==> config.mk <==
export PLATFORM = sky130hd
export DESIGN_NAME = line_buffer_sync
export DESIGN_NICKNAME = d
export VERILOG_FILES = /design/src/rtl/line_buffer_sync.sv
export SDC_FILE = /design/constraint.sdc
export NUM_CORES = 1
export LEC_CHECK = 0
export BUFFER_PORTS_ARGS = -buffer_cell sky130_fd_sc_hd__buf_2
export CORE_UTILIZATION = 60
export DETAILED_ROUTE_END_ITERATION = 6
export PLACE_DENSITY = 0.77
export SYNTH_ARGS = -nofsm -noshare
export SYNTH_HDL_FRONTEND = slang
export SYNTH_SLANG_ARGS = --single-unit
==> constraint.sdc <==
create_clock -name clock -period 6.2 [get_ports clock]
set_clock_uncertainty 0.05 [all_clocks]
set_input_delay 0.93 -clock clock [delete_from_list [all_inputs] [get_ports clock]]
set_output_delay 0.93 -clock clock [all_outputs]
set_load 0.02 [all_outputs]
==> src/rtl/line_buffer_sync.sv <==
// Start-up / resync controller for the shared line-buffer RAM: tracks buffered lines,
// triggers the reader once primed, and forces a reader reset + refill on errors or mode changes.
module line_buffer_sync #(
    parameter int BUFFER_LINES  = 16,
    parameter int START_LINES   = 8,
    parameter int LOCK_FRAMES   = 4,
    parameter int RESYNC_CYCLES = 4,
    parameter int ARM_TIMEOUT   = 16
) (
    input  logic       clock,
    input  logic       reset,
    input  logic       wr_frame_start,
    input  logic       wr_line_done,
    input  logic       rd_line_adv,
    input  logic       rd_restart,
    input  logic       mode_change,
    input  logic       clear_errors,
    output logic       starttrigger,
    output logic       video_reset_n,
    output logic [7:0] fill,
    output logic       locked,
    output logic       underrun,
    output logic       overrun,
    output logic [7:0] error_count,
    output logic [2:0] state
);

    typedef enum logic [2:0] {
        RESYNC     = 3'd0,
        WAIT_FRAME = 3'd1,
        FILL       = 3'd2,
        ARMED      = 3'd3,
        RUN        = 3'd4
    } state_t;

    localparam logic [7:0] BUF_L  = 8'(BUFFER_LINES);
    localparam logic [7:0] START_L = 8'(START_LINES);
    localparam logic [7:0] LOCK_F = 8'(LOCK_FRAMES);
    localparam logic [7:0] RS_C   = 8'(RESYNC_CYCLES);
    localparam logic [7:0] ARM_T  = 8'(ARM_TIMEOUT);

    state_t     state_q, state_d;
    logic [7:0] rs_cnt_q, rs_cnt_d;
    logic [7:0] arm_cnt_q, arm_cnt_d;
    logic [7:0] frames_q, frames_d;
    logic [7:0] fill_d, err_cnt_d;
    logic       trig_d, under_d, over_d, locked_d;
    logic       err_evt, under_set, over_set;

    assign state = state_q;

    always_comb begin
        state_d   = state_q;
        rs_cnt_d  = rs_cnt_q;
        arm_cnt_d = arm_cnt_q;
        frames_d  = frames_q;
        fill_d    = fill;
        trig_d    = 1'b0;
        err_evt   = 1'b0;
        under_set = 1'b0;
        over_set  = 1'b0;

        case (state_q)
            RESYNC: begin
                rs_cnt_d = rs_cnt_q - 8'd1;
                if (rs_cnt_q <= 8'd1) state_d = WAIT_FRAME;
            end
            WAIT_FRAME: begin
                if (wr_frame_start) begin
                    fill_d  = {7'd0, wr_line_done};
                    state_d = FILL;
                    if (wr_line_done && fill_d == START_L) begin
                        state_d   = ARMED;
                        trig_d    = 1'b1;
                        arm_cnt_d = 8'd0;
                    end
                end
            end
            FILL: begin
                // a repeated frame start restarts priming from this frame's first line
                fill_d = (wr_frame_start ? 8'd0 : fill) + {7'd0, wr_line_done};
                if (wr_line_done && fill_d == START_L) begin
                    state_d   = ARMED;
                    trig_d    = 1'b1;
                    arm_cnt_d = 8'd0;
                end
            end
            ARMED: begin
                if (wr_line_done && fill != BUF_L) fill_d = fill + 8'd1;
                if (rd_restart) begin
                    state_d  = RUN;
                    frames_d = 8'd0;
                end else if (arm_cnt_q >= ARM_T - 8'd1) begin
                    state_d = RESYNC;
                    err_evt = 1'b1;
                end else begin
                    arm_cnt_d = arm_cnt_q + 8'd1;
                end
            end
            RUN: begin
                if (wr_frame_start && frames_q != 8'hFF) frames_d = frames_q + 8'd1;
                if (wr_line_done && !rd_line_adv) begin
                    if (fill == BUF_L) begin
                        over_set = 1'b1;
                        err_evt  = 1'b1;
                        state_d  = RESYNC;
                    end else begin
                        fill_d = fill + 8'd1;
                    end
                end else if (rd_line_adv && !wr_line_done) begin
                    if (fill == 8'd0) begin
                        under_set = 1'b1;
                        err_evt   = 1'b1;
                        state_d   = RESYNC;
                    end else begin
                        fill_d = fill - 8'd1;
                    end
                end
            end
            default: state_d = RESYNC;
        endcase

        // mode change overrides every other event and never counts as an error
        if (mode_change) begin
            state_d   = RESYNC;
            err_evt   = 1'b0;
            under_set = 1'b0;
            over_set  = 1'b0;
            trig_d    = 1'b0;
        end

        if (state_d == RESYNC) begin
            fill_d = 8'd0;
            if (state_q != RESYNC || mode_change) rs_cnt_d = RS_C;
        end
        if (state_d != RUN) frames_d = 8'd0;

        // a new error in the same cycle as a clear survives the clear
        under_d   = (clear_errors ? 1'b0 : underrun) | under_set;
        over_d    = (clear_errors ? 1'b0 : overrun) | over_set;
        err_cnt_d = clear_errors ? 8'd0 : error_count;
        if (err_evt) begin
            if (clear_errors)              err_cnt_d = 8'd1;
            else if (error_count != 8'hFF) err_cnt_d = error_count + 8'd1;
        end

        locked_d = (state_d == RUN) && (frames_d >= LOCK_F);
    end

    always_ff @(posedge clock or negedge reset) begin
        if (!reset) begin
            state_q       <= RESYNC;
            rs_cnt_q      <= RS_C;
            arm_cnt_q     <= 8'd0;
            frames_q      <= 8'd0;
            fill          <= 8'd0;
            starttrigger  <= 1'b0;
            video_reset_n <= 1'b0;
            locked        <= 1'b0;
            underrun      <= 1'b0;
            overrun       <= 1'b0;
            error_count   <= 8'd0;
        end else begin
            state_q       <= state_d;
            rs_cnt_q      <= rs_cnt_d;
            arm_cnt_q     <= arm_cnt_d;
            frames_q      <= frames_d;
            fill          <= fill_d;
            starttrigger  <= trig_d;
            video_reset_n <= (state_d != RESYNC);
            locked        <= locked_d;
            underrun      <= under_d;
            overrun       <= over_d;
            error_count   <= err_cnt_d;
        end
    end

endmodule

==> results of run 1 <==
## cells by family (layout without fill, tap and decap cells)
group                    Yosys count  after routing  synth area share
AND/OR/NAND/NOR                  164            164             0.282
AO/OA/AOI/OAI                    118            118             0.241
flip-flops                        48             48             0.344
buffers and inverters             46             60            0.0533
XOR/XNOR                          15             15            0.0376
adder cells (fa/ha/maj)           11             11            0.0394
multiplexers                       1              1           0.00286
## layout make-up
class,instances,area (um2)
Multi-Input combinational cell,309,2110
Fill cell,450,1800
Sequential cell,48,1200
Timing Repair Buffer,33,170
Tap cell,72,90.1
Inverter,19,71.3
Clock buffer,5,68.8
Clock inverter,3,68.8
## layer usage
metal | vias up | GRT usage | share of wire
met5 | - | 0 | 0
met4 | 0 | 0.117 | 0.019
met3 | 16 | 0.0500 | 0.066
met2 | 148 | 0.511 | 0.49
met1 | 1576 | 0.401 | 0.42
li1 | 1539 | - | -
## worst max-delay path: cells and delay by family
family	cells	cell delay, ns
buffers and inverters	1	0.15
AND/OR/NAND/NOR	1	0.48
adder cells (fa/ha/maj)	1	0.32
AO/OA/AOI/OAI	4	1.47
## state kept, by name (all words and copies together), names as in the netlist
register	count
arm_cnt_q	8
error_count	8
fill	8
frames_q	8
locked	1
overrun	1
rs_cnt_q	8
starttrigger	1
state	3
underrun	1
video_reset_n	1
## cells in the mapped netlist (all sizes together), types with 8 or more instances
| master | count | share of area |
|---|---|---|
| clkbuf | 22 | 0.024 |
| nand3 | 17 | 0.024 |
| nor2b | 8 | 0.014 |
| inv | 19 | 0.020 |
| nand2 | 30 | 0.032 |
| nor2 | 23 | 0.025 |
| xor2 | 8 | 0.020 |
| ha | 11 | 0.039 |
| o21ai | 19 | 0.029 |
| and3 | 9 | 0.016 |
| nor3 | 11 | 0.016 |
| dfrtp | 47 | 0.34 |
| or4 | 8 | 0.018 |
| a21oi | 32 | 0.046 |
## metrics by stage
| stage | hold WS, ns | std cells | util | area (um2) | setup WS (ns) |
|---|---|---|---|---|---|
| final | 0.474 | 489 | 0.678 | 3780 | 2.94 |
| after global routing | 0.508 | 489 | 0.678 | 3780 | 2.75 |
| after CTS | 0.476 | 489 | 0.678 | 3780 | 3.02 |
| after detailed placement | 0.461 | 481 | 0.653 | 3640 | 2.72 |
| after global placement | 0.454 | 481 | 0.653 | 3640 | 2.76 |
| after floorplan | 0.424 | 403 | - | 3490 | 2.95 |
## power by group
part / switching (mW) / leakage, nW / internal (mW)
registers: 0.0406 / 0.647 / 0.341
logic: 0.139 / 0.930 / 0.0876
clock network: 0.115 / 0.0687 / 0.162
total: 0.294 / 1.65 / 0.591
## worst max-delay path by stage
stage | start | endpoint | depth (start not counted)
floorplan | wr_frame_start | starttrigger$_DFF_PN0_ | 10
global placement | wr_line_done | rs_cnt_q[1]$_DFF_PN0_ | 7
detailed placement | wr_line_done | rs_cnt_q[1]$_DFF_PN0_ | 7
CTS | wr_line_done | rs_cnt_q[1]$_DFF_PN0_ | 7
global route | wr_line_done | rs_cnt_q[1]$_DFF_PN0_ | 7
finish | wr_line_done | rs_cnt_q[1]$_DFF_PN0_ | 7
==> summary.log, run 1 <==
qor: setup_path.critPathArrivalTime 3.36 ns
qor: route.final_antenna_net_count 0
qor: worst_hold_path.worst_min_delay_path_startpoint arm_cnt_q[7]$_DFFE_PN0P_
qor: yosys.synth-warning-count 0
qor: cts.cts_max_path_buffers 2
qor: timing.timing_max_transition_violations_final 0
qor: timing.max-slew-margin-rel 0.293
qor: placement.place.port_buffers 31
qor: cts.cts_setup_buffers 0
qor: cells_and_area.post_synthesis_to_final_layout_area_growth 8.09%
qor: yosys.yosys_register_bits 48
qor: timing.totalNegativeSetupSlack 0 ns
qor: setup_path.cpPeakStageDelay 0.71 ns
qor: cells_and_area.most-common-layout-cells dfrtp_1 (47), a21oi_1 (32), buf_2 (31)
qor: timing.final_min_period_over_clock_period 0.527
qor: cells_and_area.layout_cells_sized_above_1 0.151
qor: cts.postCtsHoldBufs 0
qor: power_and_ir_drop.p_leak 1.65 nW
qor: timing.maxClockFrequency 0.306 GHz
qor: yosys.syn_area 0.00349 mm2
qor: timing.number_of_hold_slack_violations_in_the_final_timing_report 0
qor: floorplanning.core-area 0.00557 mm2
qor: outcome.outcome finished, final reports clean
qor: cells_and_area.layout_nets 435
qor: job.drv_cap 0
qor: yosys.postSynthNetCount 422
qor: grt.initial_antenna_violation_count 0
qor: grt.grt_first_pass_wirelength 14,900 um
qor: worst_hold_path.timing.hold.worst.class reg2reg
qor: setup_path.reg2reg_from fill[1]$_DFFE_PN0P_
qor: setup_path.startpoint_type input port
qor: grt.grt-ovfl-total 0
qor: route.routed-via-count 3,279
qor: yosys.ys.flop_type dfrtp_1
qor: setup_path.r2r_cells 7
qor: setup_path.cp_cell_sequence buf_2 -> ha_1 -> or3b_1 -> a211oi_1 -> o211ai_1 -> o21ai_2 -> o32ai_1
qor: yosys.avgSynthCellArea 8.67 um2
qor: placement.place_congestion 0.922
qor: grt.vias_in_the_first_global_route 3,154
qor: route.routed_wirelength 8680 um
qor: power_and_ir_drop.vdd.ir_drop.worst 0.000202 V
qor: placement.dp_hpwl 6010 um
qor: floorplanning.core.rowCount 27
qor: timing.actual_slew_at_the_worst_max_slew_pin 1.06 ns
qor: cts.tritoncts done
qor: cts.cts_resized 0
qor: yosys.synthDistinctLibCells 76
qor: setup_path.reg2reg_to rs_cnt_q[1]$_DFF_PN0_
qor: setup_path.criticalPathCategory in2reg
qor: yosys.asyncSetResetFlopFracSynth 1.00
qor: yosys.netlist_instances 403
qor: cells_and_area.mostFrequentLayoutCell dfrtp_1
qor: floorplanning.height_of_the_die 78.3 um
qor: floorplanning.starting_utilization_of_the_core_area 0.627
qor: setup_path.critical-path-slowest-cell o21ai_2
qor: cts.cts_root_buffer clkbuf_8
qor: grt.global_route.usage.total 0.307
qor: yosys.synth-edff-count 0
qor: setup_path.path_max_fanout 17
qor: route.drt_first_iter_violations 308
qor: setup_path.endpoint_kind flop
qor: cts.ctsHtreeMaxLevel 2
qor: route.detail_route.first_pass.iterations 5
qor: worst_hold_path.min_delay_path_depth 2
qor: timing.final_worst_path_period_need 3.26 ns
qor: cts.clkSinkCount 48
qor: route.post_drt_via_cell_ratio 6.71
qor: worst_hold_path.timing.hold.worst_endpoint arm_cnt_q[7]$_DFFE_PN0P_
qor: grt.pin_count_of_the_biggest_net_entering_global_routing 49
qor: timing.unrepaired_setup_endpoints_after_global_routing no
qor: timing.final-setup-viol-count 0
qor: cts.clock_insertion_delay_worst_skew 0.31 ns
qor: power_and_ir_drop.post_layout_total_power 0.885 mW
qor: floorplanning.ios 32
qor: cells_and_area.antenna-diode-count 0
qor: setup_path.cp.required 6.30 ns
qor: yosys.synth.yosys.seq_area_share 0.344
qor: floorplanning.die_w 78.3 um
qor: power_and_ir_drop.power_per_cell_area 234 mW/mm2
qor: route.drc 0
qor: setup_path.regToRegSetupSlack 3.00 ns
qor: cts.cts_buffers 5
qor: route.wl_per_cell 17.8 um
qor: cts.clkSlewWorstSetupHoldPaths 0.09 ns
qor: floorplanning.die_area 0.00613 mm2
No activity file was read; power rests on OpenSTA's default activity.
==> run 2: changes to the inputs <==
==> constraint.sdc (replaced) <==
create_clock -name clock -period 3.08 [get_ports clock]
set_clock_uncertainty 0.05 [all_clocks]
set_input_delay 0.462 -clock clock [delete_from_list [all_inputs] [get_ports clock]]
set_output_delay 0.462 -clock clock [all_outputs]
set_load 0.02 [all_outputs]
==> run 2 against run 1 <==
  * Final cell count increased by 3.5%
  * Clock power increased by 100%
  * Flip-flop and latch count unchanged
  * Critical endpoint unchanged
  * Critical path type is now reg2reg
  * Critical path depth grew 2
  * Final area rose by 3.4%
  * Via count fell by 0.40%
==> summary.log, run 2 (synthesized netlist as in run 1, its figures left out) <==
qor: timing.timing_max_transition_violations_final 0
qor: cts.clkSlewWorstSetupHoldPaths 0.10 ns
qor: cells_and_area.antenna-diode-count 0
qor: route.wl_per_cell 17.4 um
qor: route.drc 0
qor: cells_and_area.layout.core_utilization 0.701
qor: timing.totalNegativeSetupSlack 0 ns
qor: outcome.outcome finished, final reports clean
qor: setup_path.critPathCapture rs_cnt_q[1]$_DFF_PN0_
qor: route.detail_route.first_pass.iterations 4
qor: placement.place.port_buffers 31
qor: cts.cts_root_buffer clkbuf_8
qor: power_and_ir_drop.power_per_cell_area 462 mW/mm2
qor: placement.placed_area 0.00377 mm2
qor: setup_path.timing.critical_path.mode_cell buf_4
qor: setup_path.regToRegSetupSlack 0.35 ns
qor: setup_path.cp.required 3.21 ns
qor: grt.grt_first_pass_wirelength 14,500 um
qor: cts.tritoncts done
qor: setup_path.cpPeakStageDelay 0.45 ns
qor: setup_path.startpoint_type flop
qor: route.post_drt_via_cell_ratio 6.45
qor: route.routed-via-count 3,266
qor: timing.unrepaired_setup_endpoints_after_global_routing no
qor: setup_path.worstPathBufferInverterCount 3
qor: setup_path.cp_cell_sequence inv_1 -> ha_1 -> or3b_1 -> buf_4 -> a211oi_1 -> o211ai_1 -> o21ai_2 -> buf_4 -> o32ai_1
qor: setup_path.reg2reg_from fill[1]$_DFFE_PN0P_
qor: route.routed_wirelength 8780 um
qor: setup_path.criticalPathCategory reg2reg
qor: placement.place_congestion 0.931
qor: floorplanning.core.rowCount 27
qor: floorplanning.ios 32
qor: cells_and_area.layout_nets 452
qor: timing.final-setup-viol-count 0
qor: floorplanning.die_w 78.3 um
qor: placement.dp_hpwl 6390 um
qor: cts.clock_insertion_delay_worst_skew 0.31 ns
qor: timing.final_min_period_over_clock_period 0.886
qor: cells_and_area.final_cells 506
qor: job.drv_cap 0
qor: timing.number_of_hold_slack_violations_in_the_final_timing_report 0
qor: placement.place_inst 498
qor: cts.cts_setup_buffers 0
qor: grt.vias_in_the_first_global_route 3,041
qor: setup_path.reg2reg_to rs_cnt_q[1]$_DFF_PN0_
qor: cells_and_area.fin_area 0.00391 mm2
qor: power_and_ir_drop.vdd.ir_drop.worst 0.000465 V
qor: grt.grt-ovfl-total 0
qor: setup_path.r2r_cells 9
qor: cells_and_area.most-common-layout-cells dfrtp_1 (47), a21oi_1 (32), buf_2 (31)
qor: setup_path.logic_depth_of_the_worst_setup_path_including_buffers 9
qor: timing.maxClockFrequency 0.366 GHz
qor: setup_path.crit_family compound AO/OA/AOI/OAI gates
qor: route.final_antenna_net_count 0
qor: setup_path.critPathArrivalTime 2.86 ns
qor: cells_and_area.final-seq-area 0.00120 mm2
qor: setup_path.critical-path-slowest-cell a211oi_1
qor: setup_path.cp-startpoint fill[1]$_DFFE_PN0P_
qor: worst_hold_path.timing.hold.worst.class in2async
qor: cells_and_area.multi_input_comb_area 0.00211 mm2
qor: cells_and_area.layout_cells_sized_above_1 0.184
qor: setup_path.path_max_fanout 17
qor: cts.cts_max_path_buffers 2
qor: grt.initial_antenna_violation_count 0
qor: cts.ctsHtreeMaxLevel 2
qor: setup_path.endpoint_kind flop
qor: floorplanning.core-area 0.00557 mm2
qor: timing.actual_slew_at_the_worst_max_slew_pin 1.06 ns
qor: floorplanning.die_area 0.00613 mm2
qor: floorplanning.starting_utilization_of_the_core_area 0.627
qor: cells_and_area.layout.filler_cells 453
qor: timing.max-slew-margin-rel 0.293
qor: timing.final_worst_path_period_need 2.73 ns
qor: grt.pin_count_of_the_biggest_net_entering_global_routing 49
qor: grt.global_route.usage.total 0.301
qor: cts.postCtsHoldBufs 0
qor: power_and_ir_drop.p_leak 1.74 nW
qor: cts.cts_resized 0
qor: route.drt_first_iter_violations 239
qor: cts.clkSinkCount 48
qor: cts.cts_buffers 5
qor: cells_and_area.mostFrequentLayoutCell dfrtp_1
qor: floorplanning.height_of_the_die 78.3 um
qor: cells_and_area.post_synthesis_to_final_layout_area_growth 11.7%
run 2: cell count changes in the layout (fill, tap and decap cells not counted):
cell and delta:
buf_4 +17
run 2: worst min path at each step:
stage                                   from                       end  slack, ns  cells past startpoint
global route                     mode_change    starttrigger$_DFF_PN0_       0.38                      2
floorplan                              reset  arm_cnt_q[0]$_DFFE_PN0P_       0.12                      0
global placement    arm_cnt_q[7]$_DFFE_PN0P_  arm_cnt_q[7]$_DFFE_PN0P_       0.45                      2
finish                                 reset       fill[3]$_DFFE_PN0P_       0.28                      1
detailed placement  arm_cnt_q[7]$_DFFE_PN0P_  arm_cnt_q[7]$_DFFE_PN0P_       0.47                      2
CTS                                    reset       fill[7]$_DFFE_PN0P_       0.34                      1
run 2: worst register-to-register path, delay by kind of cell, from the launching register on:
family | cells | cell delay [ns]
buffers and inverters | 3 | 0.61
adder cells (fa/ha/maj) | 1 | 0.22
flip-flops | 1 | 0.40
AND/OR/NAND/NOR | 1 | 0.42
AO/OA/AOI/OAI | 4 | 0.90
run 2: routing by layer:
metal	vias up	GRT usage	share of wire	wire length, um
met1	1569	0.414	0.46	4070
met4	0	0.0963	0.016	142
met5	-	0	0	0
met2	104	0.492	0.48	4200
met3	15	0.0372	0.041	362
li1	1578	-	-	-
run 2: layout make-up:
class / instances / share of cell area
Multi-Input combinational cell: 309 / 0.539
Sequential cell: 48 / 0.308
Timing Repair Buffer: 50 / 0.0763
Tap cell: 72 / 0.0231
Inverter: 19 / 0.0183
Clock buffer: 5 / 0.0176
Clock inverter: 3 / 0.0176
run 2: where the power goes:
part / internal, mW / switching [mW] / total (mW)
registers: 0.687 / 0.0545 / 0.741
logic: 0.198 / 0.307 / 0.505
clock network: 0.327 / 0.229 / 0.556
total: 1.21 / 0.591 / 1.80
run 2: stage by stage:
step / total power, mW / setup slack [ns] / hold slack [ns]
2_1_floorplan: 1.11 / 0.267 / 0.116
3_3_place_gp: 1.24 / 0.420 / 0.454
3_5_place_dp: 1.26 / 0.344 / 0.466
4_1_cts: 1.81 / 0.393 / 0.336
5_1_grt: 1.90 / 0.169 / 0.383
6_report: 1.80 / 0.351 / 0.277
==> run 3: changes to the inputs <==
--- a/config.mk
+++ b/config.mk
@@ -5,8 +5,10 @@
 export SDC_FILE = /design/constraint.sdc
 export NUM_CORES = 1
 export LEC_CHECK = 0
+export ABC_AREA = 1
 export BUFFER_PORTS_ARGS = -buffer_cell sky130_fd_sc_hd__buf_2
 export CORE_UTILIZATION = 60
+export CTS_CLUSTER_SIZE = 8
 export DETAILED_ROUTE_END_ITERATION = 6
 export PLACE_DENSITY = 0.77
 export SYNTH_ARGS = -nofsm -noshare
==> run 3 against run 2 <==
  * Via count grew 4.8%
  * Die area rose by 0.81%
  * Non-clock buffer count shrank 18
  * Critical endpoint is now rs_cnt_q[5]$_DFF_PN0_
==> summary.log, run 3 <==
qor: outcome.outcome finished, final reports clean
qor: yosys.fraction_of_the_mapped_netlist_area_in_adder_cells 0.0391
qor: worst_hold_path.timing.hold.worst.class in2async
qor: cts.cts_root_buffer clkbuf_8
qor: route.wl_per_cell 13.4 um
qor: yosys.yosys_register_bits 48
qor: route.detail_route.first_pass.iterations 7
qor: grt.grt_first_pass_wirelength 14,000 um
qor: placement.dp_hpwl 6300 um
qor: route.post_drt_via_cell_ratio 5.53
qor: cells_and_area.layout_nets 565
qor: cts.cts_resized 0
qor: timing.hold_slack 0.276 ns
qor: cts.cts_buffers 5
qor: floorplanning.core.rowCount 27
qor: placement.place.port_buffers 31
qor: cts.ctsHtreeMaxLevel 2
qor: setup_path.cp.required 3.23 ns
qor: grt.grt-ovfl-total 0
qor: yosys.synth-edff-count 0
qor: timing.timing_max_transition_violations_final 0
qor: floorplanning.die_w 78.6 um
qor: power_and_ir_drop.vdd.ir_drop.worst 0.000379 V
qor: yosys.synth.yosys.seq_area_share 0.341
qor: cts.cts_setup_buffers 0
qor: cells_and_area.mostFrequentLayoutCell nand2_1
qor: yosys.synth-warning-count 0
qor: setup_path.startpoint_type flop
qor: floorplanning.die_area 0.00618 mm2
qor: grt.global_route.usage.total 0.285
qor: floorplanning.core-area 0.00557 mm2
qor: power_and_ir_drop.power_per_cell_area 467 mW/mm2
qor: cells_and_area.layout_cells_sized_above_1 0.130
qor: yosys.synth_top_area_cell dfrtp_1
qor: cells_and_area.layout.core_utilization 0.690
qor: yosys.netlist_instances 515
qor: yosys.synth_mux_area_frac 0
qor: cts.tritoncts done
qor: timing.unrepaired_setup_endpoints_after_global_routing no
qor: route.drt_first_iter_violations 248
qor: setup_path.critPathArrivalTime 2.57 ns
qor: grt.vias_in_the_first_global_route 3,126
qor: cts.clock_insertion_delay_worst_skew 0.31 ns
qor: route.routed-via-count 3,424
qor: yosys.synth_commonest_cells nand2_1 (141), inv_1 (76), nor2_1 (48)
qor: yosys.syn_area 0.00352 mm2
qor: timing.number_of_hold_slack_violations_in_the_final_timing_report 0
qor: yosys.yosysTopAreaCellShare 0.334
qor: yosys.synth-compound-area-share 0.101
qor: yosys.ys.flop_type dfrtp_1
qor: cts.clkSlewWorstSetupHoldPaths 0.10 ns
qor: cts.postCtsHoldBufs 0
qor: timing.final_worst_path_period_need 2.41 ns
qor: yosys.asyncSetResetFlopFracSynth 1.00
qor: setup_path.criticalPathCategory reg2reg
qor: route.routed_wirelength 8280 um
qor: job.drv_cap 0
qor: cts.cts_max_path_buffers 2
qor: timing.maxClockFrequency 0.414 GHz
qor: route.final_antenna_net_count 0
qor: cts.clkSinkCount 48
qor: timing.totalNegativeSetupSlack 0 ns
qor: floorplanning.starting_utilization_of_the_core_area 0.632
qor: yosys.post_synth_main_area_contributors dfrtp_1 (33%), nand2_1 (15%), inv_1 (8.1%)
qor: yosys.synthDistinctLibCells 40
qor: grt.initial_antenna_violation_count 0
qor: cells_and_area.post_synthesis_to_final_layout_area_growth 9.16%
qor: route.drc 0
qor: yosys.avgSynthCellArea 6.84 um2
qor: setup_path.endpoint_kind flop
qor: power_and_ir_drop.p_leak 2.19 nW
qor: timing.actual_slew_at_the_worst_max_slew_pin 1.06 ns
qor: setup_path.r2r_cells 11
qor: grt.pin_count_of_the_biggest_net_entering_global_routing 49
qor: cells_and_area.most-common-layout-cells nand2_1 (141), inv_1 (76), nor2_1 (48)
qor: placement.post-place-ws 0.580 ns
qor: yosys.post_synth_xor_area_fraction 0.0398
qor: yosys.yosysMostFrequentCell nand2_1
qor: timing.max-slew-margin-rel 0.294
qor: yosys.post_synth_and_or_nand_nor_area_fraction 0.370
qor: yosys.synth_top_family_by_area simple AND/OR/NAND/NOR gates
qor: cells_and_area.antenna-diode-count 0
qor: timing.final-setup-viol-count 0
qor: cells_and_area.final_cells 619
qor: setup_path.path_max_fanout 18
qor: timing.worst_slack 0.666 ns
qor: floorplanning.height_of_the_die 78.6 um
qor: timing.final_min_period_over_clock_period 0.784
qor: floorplanning.ios 32
qor: placement.place_inst 611
qor: placement.place_congestion 0.927
qor: yosys.postSynthNetCount 534
-- run 3: worst paths after layout --
kind	slack, ns	to	from
max reg2reg	0.67	rs_cnt_q[5]$_DFF_PN0_	fill[1]$_DFFE_PN0P_
max in group asynchronous	2.04	fill[1]$_DFFE_PN0P_	reset
max	0.67	rs_cnt_q[5]$_DFF_PN0_	fill[1]$_DFFE_PN0P_
min reg2reg	0.43	arm_cnt_q[6]$_DFFE_PN0P_	arm_cnt_q[6]$_DFFE_PN0P_
min in group clock	0.28	error_count[6]$_DFF_PN0_	clear_errors
min	0.28	fill[7]$_DFFE_PN0P_	reset
-- run 3: area by class of cell --
class	count	area (um2)
Clock buffer	5	68.8
Sequential cell	48	1200
Timing Repair Buffer	32	163
Inverter	84	315
Fill cell	505	1730
Multi-Input combinational cell	375	1940
Tap cell	72	90.1
Clock inverter	3	68.8
-- run 3: where the power goes --
part	internal, mW	switching (mW)	leakage [nW]
clock network	0.327	0.228	0.0687
registers	0.684	0.0402	0.660
logic	0.164	0.354	1.46
total	1.17	0.622	2.19
-- run 3: routing by layer --
metal | up-vias | part of all wire | global-route usage
met4 | 0 | 0.011 | 0.0759
met2 | 106 | 0.48 | 0.486
met5 | - | 0 | 0
met3 | 9 | 0.057 | 0.0419
met1 | 1592 | 0.45 | 0.376
li1 | 1717 | - | -
-- run 3: cell families (layout without fill, tap and decap cells) --
family,after synthesis,count (layout)
AOI/OAI and AO/OA,63,63
DFF,48,48
adders and majority gates,11,11
xor gates and xnor gates,16,16
and+or+nand+nor,285,285
buffers and inverters,92,124
-- run 3: per-stage QoR --
| step | area (um2) | total power [mW] |
|---|---|---|
| floorplan | 3520 | 1.13 |
| detailed placement | 3710 | 1.24 |
| finish | 3850 | 1.80 |
| CTS | 3850 | 1.79 |
| global route | 3850 | 1.89 |
| global placement | 3710 | 1.23 |
-- run 3: worst max-delay path: stages (launching register included) --
cell and delay (ns):
dfrtp_1 0.44, inv_1 0.23, ha_1 0.23, nand3_1 0.12, nor2_2 0.19, nand4_1 0.16
nand3_1 0.11, nand2_1 0.07, nand2_2 0.30, nand3_4 0.23, nand2_1 0.12, nand2_1 0.05
